<file path="config.mk">
export PLATFORM = sky130hd
export DESIGN_NAME = mux2_arbiter
export DESIGN_NICKNAME = d
export VERILOG_FILES = /design/src/rtl/mux2_arb_pkg.sv /design/src/rtl/mux2to1_w.sv /design/src/rtl/mux2_arbiter.sv
export SDC_FILE = /design/constraint.sdc
export NUM_CORES = 1
export LEC_CHECK = 0
export CORE_AREA = 2 2 39 41
export DETAILED_ROUTE_END_ITERATION = 10
export DIE_AREA = 0 0 41 43
export DONT_BUFFER_PORTS = 1
export PLACE_DENSITY_LB_ADDON = 0.25
export SYNTH_ARGS = -nofsm -noshare
export SYNTH_HDL_FRONTEND = slang
export SYNTH_SLANG_ARGS = --single-unit
</file>
<file path="constraint.sdc">
create_clock -name clk -period 2.4 [get_ports clk]
set_input_delay 0.24 -clock clk [delete_from_list [all_inputs] [get_ports clk]]
set_output_delay 0.24 -clock clk [all_outputs]
set_load 0.02 [all_outputs]
</file>
<file path="src/rtl/mux2_arb_pkg.sv">
// Shared types and defaults for the two-requester packet arbiter.
// Grant state encodings and parameter defaults live here.
package mux2_arb_pkg;

    localparam int DATA_W_DEF    = 8;
    localparam int MAX_BEATS_DEF = 16;

    typedef enum logic [1:0] {
        IDLE    = 2'd0,
        GRANT_A = 2'd1,
        GRANT_B = 2'd2
    } state_t;

endpackage

</file>
<file path="src/rtl/mux2to1_w.sv">
// DATA_W-wide 2:1 data mux; sel=0 passes a, sel=1 passes b.
module mux2to1_w
    import mux2_arb_pkg::*;
#(
    parameter int DATA_W = DATA_W_DEF
) (
    input  logic [DATA_W-1:0] a,
    input  logic [DATA_W-1:0] b,
    input  logic              sel,
    output logic [DATA_W-1:0] y
);

    assign y = sel ? b : a;

endmodule

</file>
<file path="src/rtl/mux2_arbiter.sv">
// Two-requester packet arbiter: round-robin between packets,
// grant held until last beat or MAX_BEATS transfers.
module mux2_arbiter
    import mux2_arb_pkg::*;
#(
    parameter int DATA_W    = DATA_W_DEF,
    parameter int MAX_BEATS = MAX_BEATS_DEF
) (
    input  logic              clk,
    input  logic              rst_n,
    input  logic              req_a,
    input  logic [DATA_W-1:0] data_a,
    input  logic              last_a,
    output logic              gnt_a,
    input  logic              req_b,
    input  logic [DATA_W-1:0] data_b,
    input  logic              last_b,
    output logic              gnt_b,
    output logic              out_valid,
    output logic [DATA_W-1:0] out_data,
    input  logic              out_ready,
    output logic              sel,
    output logic              err_timeout
);

    localparam int CNT_W = $clog2(MAX_BEATS + 1);

    state_t           state;
    state_t           state_nxt;
    logic             favour_b;
    logic [CNT_W-1:0] cnt;
    logic             xfer;
    logic             cur_last;
    logic             cap;
    logic             done;

    always_comb begin
        out_valid = ((state == GRANT_A) && req_a)
                 || ((state == GRANT_B) && req_b);
        xfer     = out_valid && out_ready;
        gnt_a    = xfer && (state == GRANT_A);
        gnt_b    = xfer && (state == GRANT_B);
        cur_last = (state == GRANT_B) ? last_b : last_a;
        cap      = (cnt == CNT_W'(MAX_BEATS - 1));
        done     = xfer && (cur_last || cap);
        // Forced release: the capping beat was not a packet end.
        err_timeout = xfer && !cur_last && cap;
    end

    always_comb begin
        state_nxt = state;
        unique case (state)
            IDLE: begin
                if (req_a && req_b)
                    state_nxt = favour_b ? GRANT_B : GRANT_A;
                else if (req_a)
                    state_nxt = GRANT_A;
                else if (req_b)
                    state_nxt = GRANT_B;
            end
            GRANT_A: begin
                if (done)
                    state_nxt = req_b ? GRANT_B : IDLE;
            end
            GRANT_B: begin
                if (done)
                    state_nxt = req_a ? GRANT_A : IDLE;
            end
            default: state_nxt = IDLE;
        endcase
    end

    always_ff @(posedge clk) begin
        if (!rst_n) begin
            state    <= IDLE;
            favour_b <= 1'b0;
            sel      <= 1'b0;
            cnt      <= '0;
        end else begin
            state <= state_nxt;
            if (state_nxt == GRANT_A)
                sel <= 1'b0;
            else if (state_nxt == GRANT_B)
                sel <= 1'b1;
            // Serving A makes B the favourite for the next contest.
            if (done)
                favour_b <= (state == GRANT_A);
            if (done || state == IDLE)
                cnt <= '0;
            else if (xfer && cnt != CNT_W'(MAX_BEATS))
                cnt <= cnt + CNT_W'(1);
        end
    end

    mux2to1_w #(
        .DATA_W (DATA_W)
    ) u_mux (
        .a   (data_a),
        .b   (data_b),
        .sel (sel),
        .y   (out_data)
    );

endmodule

</file>
==> run metrics, run 1 <==
# fillers 131; Worst Skew 0.00615 ns; routed vias 553; critical path class reg -> reg; area of the die 0.00176 mm²; RR Startpoint cnt[0]; core area 0.00138 mm²; postcts setup bufs 0; vias in the first global route 466; Crit. Startpoint cnt[0]; clock sinks 9; Area Growth Syn to Fin 5.25%; Worst-Margin Slew 0.709 ns; Setup Viol. Count Final 0; Crit path buffers/inverters 0; asr flop ratio synth 0%; H-Tree Depth 1; gpl congestion 0.752; Crit path required time 2.55 ns; Post-Syn Nets 101; Leak Pwr 0.300 nW; FP Rows 14; CP Max Fanout 4; top achievable clock speed 502 MHz; via/cell ratio 5.95; CP max stage delay 0.34 ns; Worst path top cell family by delay simple AND/OR/NAND/NOR gates; Max IR drop VDD 239 µV; HPWL after detailed placement 1.05 mm; PwrDens 522 mW/mm²; Synth Warn # 0; Mean Syn Cell Area 9.53 µm²; Root Buffer clkbuf_4; DRC violation count after routing 0; reg2reg end state[0]; remaining global-route overflow 0; CP max stage cell dfxtp_1; total chip power 0.393 mW; I/O pins 36; clock-pin slew on the worst setup and hold paths 0.06 ns; share of layout cells above drive strength 1 28.6%; maximum number of pins on one net before global-route repair 11; Syn Inst Count 75; worst r2r path cells 7; Final min period 1.99 ns; # hold bufs at CTS 0; antenna-violating nets left 0; worst hold endpoint favour_b; Cell Area, Synth 714 µm²; Die Y-Extent 43 µm; WP data arrival 2.14 ns; largest area contributor in the netlist dfxtp_1; Post-synth top flop dfxtp_1; Worst Hold Class in -> reg; Max Buffers Root-to-Sink 2; starting density of the core 51.6%; gr usage total 16.5%; Slew Limit Headroom 52.3%; number of synthesized flops with an enable pin 0; final hold violation count 0; hold path cells 1; min-delay src rst_n; post-cts sizing count 0; Iteration-0 DRC Markers 2; setup TNS 0 ns; cells along the critical path ha_1 -> and3_1 -> ha_1 -> or2_0 -> and4_4 -> a211o_1 -> and2_1; post-synthesis sequential area ratio 25.2%; most frequent cells in the layout 9 x inv_1, 9 x dfxtp_1, 8 x mux2_2; run status complete, no violations; Final Max Tran Viols 0; Port Buffers 0; RSZ-0062 raised after global routing no; CTS tree done; nature of the critical path endpoint flop; Startpoint Class flop; Final #Nets 104; Max Cap Viol 0; wirelength, routed 1.37 mm; Distinct cells, synth 37; worst-skew pair later-pin latency 0.26 ns; initial antenna violation count 0; crit share post-route 83.0%; detailed-route wire length per cell 14.7 µm; first-pass GRT wire length 1.90 mm; flop2flop setup slack 0.41 ns; ANT cells 0; share of the synthesized area in the top cell type 25.2%; most used cell, CP ha_1; Yosys reg bits 9; top post-synthesis cells by area dfxtp_1 25%, mux2_2 13%, ha_1 5.3%; Num CTS Buffers 3; first drt pass iteration count 2; width of the die 41 µm
-- worst register-to-register path, stage by stage (launching register included) --
cell	delay, ns
dfxtp_1	0.34
ha_1	0.21
and3_1	0.18
ha_1	0.20
or2_0	0.25
and4_4	0.22
a211o_1	0.32
and2_1	0.16
-- where the power goes --
part | leakage, nW | switching [mW] | internal [mW]
Clock | 0.0150 | 0.0512 | 0.0640
Sequential | 0.0731 | 0.0193 | 0.156
Combinational | 0.212 | 0.0559 | 0.0460
Total | 0.300 | 0.126 | 0.266
-- worst max-delay path by stage --
| stage | slack (ns) | cells past startpoint | end |
|---|---|---|---|
| floorplan | 0.52 | 7 | state[0] |
| global placement | 0.47 | 7 | state[0] |
| detailed placement | 0.45 | 7 | state[0] |
| CTS | 0.41 | 7 | state[0] |
| global route | 0.31 | 7 | cnt[4] |
| finish | 0.41 | 7 | state[0] |
-- per-stage QoR --
step	setup slack, ns	instances	hold slack (ns)	area [µm²]	util, %
after floorplan	0.520	75	0.362	714	-
after global placement	0.470	89	0.362	726	52.4
after detailed placement	0.446	89	0.367	726	52.4
after CTS	0.409	93	0.102	752	54.3
after global routing	0.315	93	0.0954	752	54.3
final	0.407	93	0.108	752	54.3
-- metal layers --
layer | share of wire, % | wire, µm | global-route usage (%) | vias up
met4 | 0.66 | 9 | 10.0 | 0
met1 | 41 | 561 | 15.2 | 247
li1 | - | - | - | 278
met2 | 50 | 677 | 27.8 | 26
met3 | 8.7 | 119 | 6.81 | 2
met5 | 0 | 0 | 0 | -
-- cell type report --
| cell class | count | area [µm²] | share of cell area, % |
|---|---|---|---|
| clock buffer | 4 | 26.3 | 3.49 |
| inverter | 9 | 33.8 | 4.49 |
| multi-input combinational | 55 | 492 | 65.4 |
| sequential | 9 | 180 | 24.0 |
| tap | 16 | 20.0 | 2.66 |
-- cell usage after synthesis, types with 2 or more instances --
| cell type | count |
|---|---|
| a21oi_1 | 2 |
| and2_1 | 2 |
| nor2_1 | 5 |
| xnor2_1 | 3 |
| nand2_1 | 2 |
| dfxtp_1 | 9 |
| mux2i_1 | 3 |
| inv_1 | 9 |
| mux2_2 | 8 |
| ha_1 | 3 |
| and3_1 | 3 |
-- flip-flops by register name, indices dropped and copies added, names as in the netlist --
| name | count |
|---|---|
| favour_b | 1 |
| state | 2 |
| cnt | 5 |
| sel | 1 |
-- cells by family after synthesis --
| logic type | Yosys count | synth area share [%] |
|---|---|---|
| buf+inv | 11 | 5.95 |
| compound gates | 14 | 18.0 |
| mux | 11 | 16.8 |
| fa+ha+maj | 3 | 5.25 |
| xor+xnor | 3 | 3.68 |
| simple gates | 24 | 25.0 |
| flops | 9 | 25.2 |
Note: power is estimated with default switching activity, not from simulation.
==> run 2, diff against run 1 <==
--- a/config.mk
+++ b/config.mk
@@ -5,9 +5,8 @@
 export SDC_FILE = /design/constraint.sdc
 export NUM_CORES = 1
 export LEC_CHECK = 0
-export CORE_AREA = 2 2 39 41
+export CORE_UTILIZATION = 54
 export DETAILED_ROUTE_END_ITERATION = 10
-export DIE_AREA = 0 0 41 43
 export DONT_BUFFER_PORTS = 1
 export PLACE_DENSITY_LB_ADDON = 0.25
 export SYNTH_ARGS = -nofsm -noshare
==> constraint.sdc (replaced) <==
create_clock -name clk -period 1.7 [get_ports clk]
set_input_delay 0.17 -clock clk [delete_from_list [all_inputs] [get_ports clk]]
set_output_delay 0.17 -clock clk [all_outputs]
set_load 0.02 [all_outputs]
==> run metrics, run 2 (synthesized netlist as in run 1, its figures left out) <==
Min Hold Slack 0.0407 ns (-0.0677 ns); Max Cap Viol 0 (unchanged); Worst Skew 0.00244 ns (-0.00370 ns); Final min period 1.78 ns (-0.214 ns); cells along the critical path ha_4 -> and3_4 -> ha_4 -> or2_4 -> and4_4 -> a211o_1 -> and2_1; RSZ-0062 raised after global routing yes; worst-skew pair later-pin latency 0.25 ns (about the same); Crit path required time 1.85 ns (-0.70 ns); failing checks negative setup slack; gr usage total 21.5% (+5.1 points); run status finished with violations; most common cell after layout, fill and taps aside buf_4; crit share post-route 105% (+22 points); Die Y-Extent 38.4 µm (-11%); CTS tree done; critical path class reg -> reg; width of the die 38.4 µm (-6.4%); initial antenna violation count 0 (unchanged); HPWL after detailed placement 1.20 mm (+15%); Area Growth Syn to Fin 25.7%; Slew Limit Headroom 75.1% (+23 points); PwrDens 650 mW/mm² (+24%); worst r2r path cells 7 (unchanged); worst hold endpoint state[0]; pre-CTS setup slack -0.103 ns (-0.549 ns); first drt pass iteration count 4 (+2); FP Rows 12 (-2); biggest regs cnt: 5 flops, state: 2 flops; placed cell count 96 (+7.9%); Worst Hold Class in -> reg; Setup Viol. Count Final 3 (+3); sw frac 31.8% (-0.34 points); ANT cells 0 (unchanged); CP max stage cell dfxtp_2; Clock power frac 27.5% (-1.8 points); antenna-violating nets left 0 (unchanged); first-pass GRT wire length 2.13 mm (+12%); nature of the critical path endpoint flop; Leak Pwr 0.362 nW (+20%); internal power 0.398 mW (+49%); Num CTS Buffers 3 (unchanged); final hold violation count 0 (unchanged); non-filler instance count after layout 101 (+8.6%); WP data arrival 1.93 ns (-0.21 ns); starting density of the core 61.0% (+9.4 points); Max IR drop VDD 502 µV (+110%); area of the die 0.00147 mm² (-16%); flop2flop setup slack -0.08 ns (-0.49 ns); Startpoint Class flop; design area 898 µm² (+19%); Iteration-0 DRC Markers 8 (+6); RR Startpoint cnt[1]; CP max stage delay 0.34 ns (about the same); Port Buffers 0 (unchanged); routed vias 613 (+11%); fin worst setup slack -0.0788 ns (-0.486 ns); sequential power share 41.4% (-3.3 points); detailed-route wire length per cell 15.8 µm (+7.8%); CP Depth 7 (unchanged); Root Buffer clkbuf_4; H-Tree Depth 1 (unchanged); maximum number of pins on one net before global-route repair 10 (-1); max FFs per register 5 (unchanged); via/cell ratio 6.07 (+2.1%); vias in the first global route 567 (+22%); most frequent cells in the layout 10 x buf_4, 9 x inv_1, 8 x mux2_2; Final #Nets 114 (+9.6%); switching power 0.186 mW (+47%); Placement Cell Area 812 µm² (+12%); most used cell, CP ha_4; hold path cells 1 (unchanged); clock-pin slew on the worst setup and hold paths 0.06 ns (about the same); wirelength, routed 1.60 mm (+17%); # hold bufs at CTS 0 (unchanged); I/O pins 36 (unchanged); Worst path top cell family by delay simple AND/OR/NAND/NOR gates; remaining global-route overflow 0 (unchanged); combinational group share of total power 31.1% (+5.2 points); clock sinks 9 (unchanged); DRC violation count after routing 0 (unchanged); CP Max Fanout 4 (unchanged); Final Max Tran Viols 0 (unchanged); min-delay src rst_n; Max Buffers Root-to-Sink 2 (unchanged); core area 0.00117 mm² (-15%); Worst-Margin Slew 0.364 ns (-0.345 ns); Top reg by flops cnt; Crit path buffers/inverters 0 (unchanged); top achievable clock speed 562 MHz (+12%); share of layout cells above drive strength 1 47.1% (+19 points); gpl congestion 0.883 (+17%); reg2reg end state[0]
## run 2: stage by stage
step / TNS, ns / power, mW / utilization (%)
floorplan: -0.0201 / 0.382 / -
global placement: -0.0896 / 0.406 / 69.3
detailed placement: -0.230 / 0.408 / 69.3
CTS: -0.175 / 0.579 / 73.1
global route: -0.361 / 0.614 / 76.7
finish: -0.172 / 0.584 / 76.7
## run 2: layout make-up
type | instances | area (µm²)
Multi-Input combinational cell | 55 | 562
Fill cell | 87 | 273
Sequential cell | 9 | 184
Timing Repair Buffer | 10 | 75.1
Inverter | 9 | 33.8
Clock buffer | 4 | 26.3
Tap cell | 14 | 17.5
## run 2: how the worst max path moves through the flow
stage	slack, ns	to	start
after global placement	-0.05	state[0]	cnt[0]
after detailed placement	-0.10	cnt[4]	cnt[0]
final	-0.08	state[0]	cnt[1]
after global routing	-0.13	sel	cnt[0]
after floorplan	-0.02	state[0]	cnt[0]
after CTS	-0.08	state[0]	cnt[0]
## run 2: metal layers
metal / wire length (µm) / track usage [%] / vias up / share of wire [%]
met3: 103 / 1.74 / 2 / 6.4
li1: - / - / 297 / -
met5: 0 / 0 / - / 0
met2: 759 / 37.3 / 35 / 47
met1: 725 / 24.5 / 279 / 45
met4: 11 / 15.5 / 0 / 0.69
## run 2: repair_timing
item / in CTS / in global routing
pin swaps: 1 / 3
gates cloned: 0 / 0
setup buffers: 0 / 1
gates resized for setup: 4 / 6
endpoints found under the setup margin: 8 / 8
## run 2: power groups by stage
stage	clock, mW	sequential, mW	combinational, mW
2_1_floorplan	0	0.238	0.144
3_3_place_gp	0	0.244	0.162
3_5_place_dp	0	0.244	0.164
4_1_cts	0.167	0.239	0.172
5_1_grt	0.177	0.245	0.192
6_report	0.160	0.242	0.182
==> run 3, diff against run 2 <==
--- a/config.mk
+++ b/config.mk
@@ -5,10 +5,12 @@
 export SDC_FILE = /design/constraint.sdc
 export NUM_CORES = 1
 export LEC_CHECK = 0
+export CORE_MARGIN = 2
 export CORE_UTILIZATION = 54
 export DETAILED_ROUTE_END_ITERATION = 10
 export DONT_BUFFER_PORTS = 1
-export PLACE_DENSITY_LB_ADDON = 0.25
+export MAX_ROUTING_LAYER = met4
+export PLACE_DENSITY = 0.71
 export SYNTH_ARGS = -nofsm -noshare
 export SYNTH_HDL_FRONTEND = slang
 export SYNTH_SLANG_ARGS = --single-unit
==> run metrics, run 3 (synthesized netlist as in run 1, its figures left out) <==
Area Growth Syn to Fin 21.5%; gpl congestion 0.832 (-5.8%); core area 0.00127 mm² (+8.3%); RSZ-0062 raised after global routing yes; top achievable clock speed 570 MHz (+1.4%); Placement Cell Area 806 µm² (-0.77%); Crit path required time 1.85 ns (about the same); area of the die 0.00163 mm² (+11%); max FFs per register 5 (unchanged); routed vias 601 (-2.0%); antenna-violating nets left 0 (unchanged); crit share post-route 103% (-1.5 points); HPWL after detailed placement 1.30 mm (+7.9%); Die Y-Extent 40.4 µm (+5.2%); Final Max Tran Viols 0 (unchanged); design area 868 µm² (-3.3%); starting density of the core 56.3% (-4.7 points); Setup Viol. Count Final 3 (unchanged); biggest regs cnt: 5 flops, state: 2 flops; I/O pins 36 (unchanged); worst-skew pair later-pin latency 0.25 ns (about the same); FP Rows 13 (+1); Worst-Margin Slew 0.389 ns (+0.0249 ns); run status finished with violations; Top reg by flops cnt; worst hold endpoint favour_b; first drt pass iteration count 2 (-2); CTS tree done; share of layout cells above drive strength 1 46.5% (-0.61 points); fin worst setup slack -0.0536 ns (+0.0251 ns); wirelength, routed 1.56 mm (-2.4%); WP data arrival 1.91 ns (-0.02 ns); Max Buffers Root-to-Sink 2 (unchanged); Slew Limit Headroom 73.4% (-1.7 points); min-delay src rst_n; ANT cells 0 (unchanged); via/cell ratio 5.95 (-2.0%); Leak Pwr 0.351 nW (-2.9%); Worst Hold Class in -> reg; critical path class reg -> reg; first-pass GRT wire length 2.10 mm (-1.3%); gr usage total 21.0% (-0.55 points); H-Tree Depth 1 (unchanged); Max IR drop VDD 412 µV (-18%); flop2flop setup slack -0.05 ns (+0.03 ns); detailed-route wire length per cell 15.5 µm (-2.4%); most frequent cells in the layout 9 x inv_1, 9 x buf_4, 8 x mux2_2; total chip power 0.572 mW (-2.1%); # hold bufs at CTS 0 (unchanged); clock sinks 9 (unchanged); maximum number of pins on one net before global-route repair 11 (+1); reg2reg end state[0]; width of the die 40.4 µm (+5.2%); RR Startpoint cnt[0]; Worst Skew 0.00175 ns (-0.000699 ns); nature of the critical path endpoint flop; Num CTS Buffers 3 (unchanged); CP Max Fanout 4 (unchanged); DRC violation count after routing 0 (unchanged); worst r2r path cells 7 (unchanged); final hold violation count 0 (unchanged); Port Buffers 0 (unchanged); initial antenna violation count 0 (unchanged); Final min period 1.75 ns (-0.0251 ns); Max Cap Viol 0 (unchanged); clock-pin slew on the worst setup and hold paths 0.06 ns (about the same); PwrDens 659 mW/mm² (+1.3%); vias in the first global route 525 (-7.4%); Iteration-0 DRC Markers 6 (-2); Final #Nets 113 (-0.88%); hold path cells 1 (unchanged); failing checks negative setup slack; Root Buffer clkbuf_4; remaining global-route overflow 0 (unchanged); Startpoint Class flop
-- run 3: cell types whose count changed in the layout (fill, tap and decap cells not counted), sizes merged --
cell / delta
buf: -1
-- run 3: worst max-delay path by stage --
stage,endpoint,depth (start not counted),slack (ns),from
after floorplan,state[0],7,-0.02,cnt[0]
after global placement,state[0],7,-0.05,cnt[0]
after detailed placement,cnt[4],7,-0.07,cnt[0]
after CTS,state[0],7,-0.06,cnt[0]
after global routing,cnt[4],7,-0.11,cnt[0]
final,state[0],7,-0.05,cnt[0]
-- run 3: timing repair --
item                                    in CTS  in global routing
hold endpoints to repair                     0                  0
setup buffers                                1                  0
resized for setup                            7                  0
endpoints found under the setup margin       9                  9
pin swaps                                    1                  2
-- run 3: through the flow --
stage	setup TNS [ns]	hold slack [ns]	utilization (%)	cells	setup WS, ns
global route	-0.509	0.0267	68.4	101	-0.107
global placement	-0.0781	0.294	63.5	96	-0.0462
floorplan	-0.0201	0.292	-	75	-0.0201
CTS	-0.150	0.0238	68.4	101	-0.0611
finish	-0.119	0.0324	68.4	101	-0.0536
detailed placement	-0.237	0.297	63.5	96	-0.0733
-- run 3: final cells by class --
cell class              count  area [µm²]
repair buffers              9        67.6
flip-flops and latches      9         183
multi-input cells          55         539
fillers                   107         400
clock buffers               4        26.3
well taps                  15        18.8
inverters                   9        33.8
-- run 3: routing by layer --
layer	track usage, %	vias up	wire length [µm]
li1	-	295	-
met5	-	-	0
met4	10.0	0	0
met1	16.3	280	534
met3	5.00	0	110
met2	43.3	26	916
-- run 3: report_power, final --
group | switching, mW | internal (mW) | total (mW)
Combinational | 0.0906 | 0.0805 | 0.171
Sequential | 0.0203 | 0.221 | 0.241
Clock | 0.0693 | 0.0901 | 0.159
-- run 3: worst max-delay path, cell delays in order (launching register included) --
cell	delay [ns]
dfxtp_2	0.33
ha_4	0.15
and3_4	0.18
ha_4	0.16
or2_4	0.26
and4_4	0.15
a211o_1	0.27
and2_1	0.14
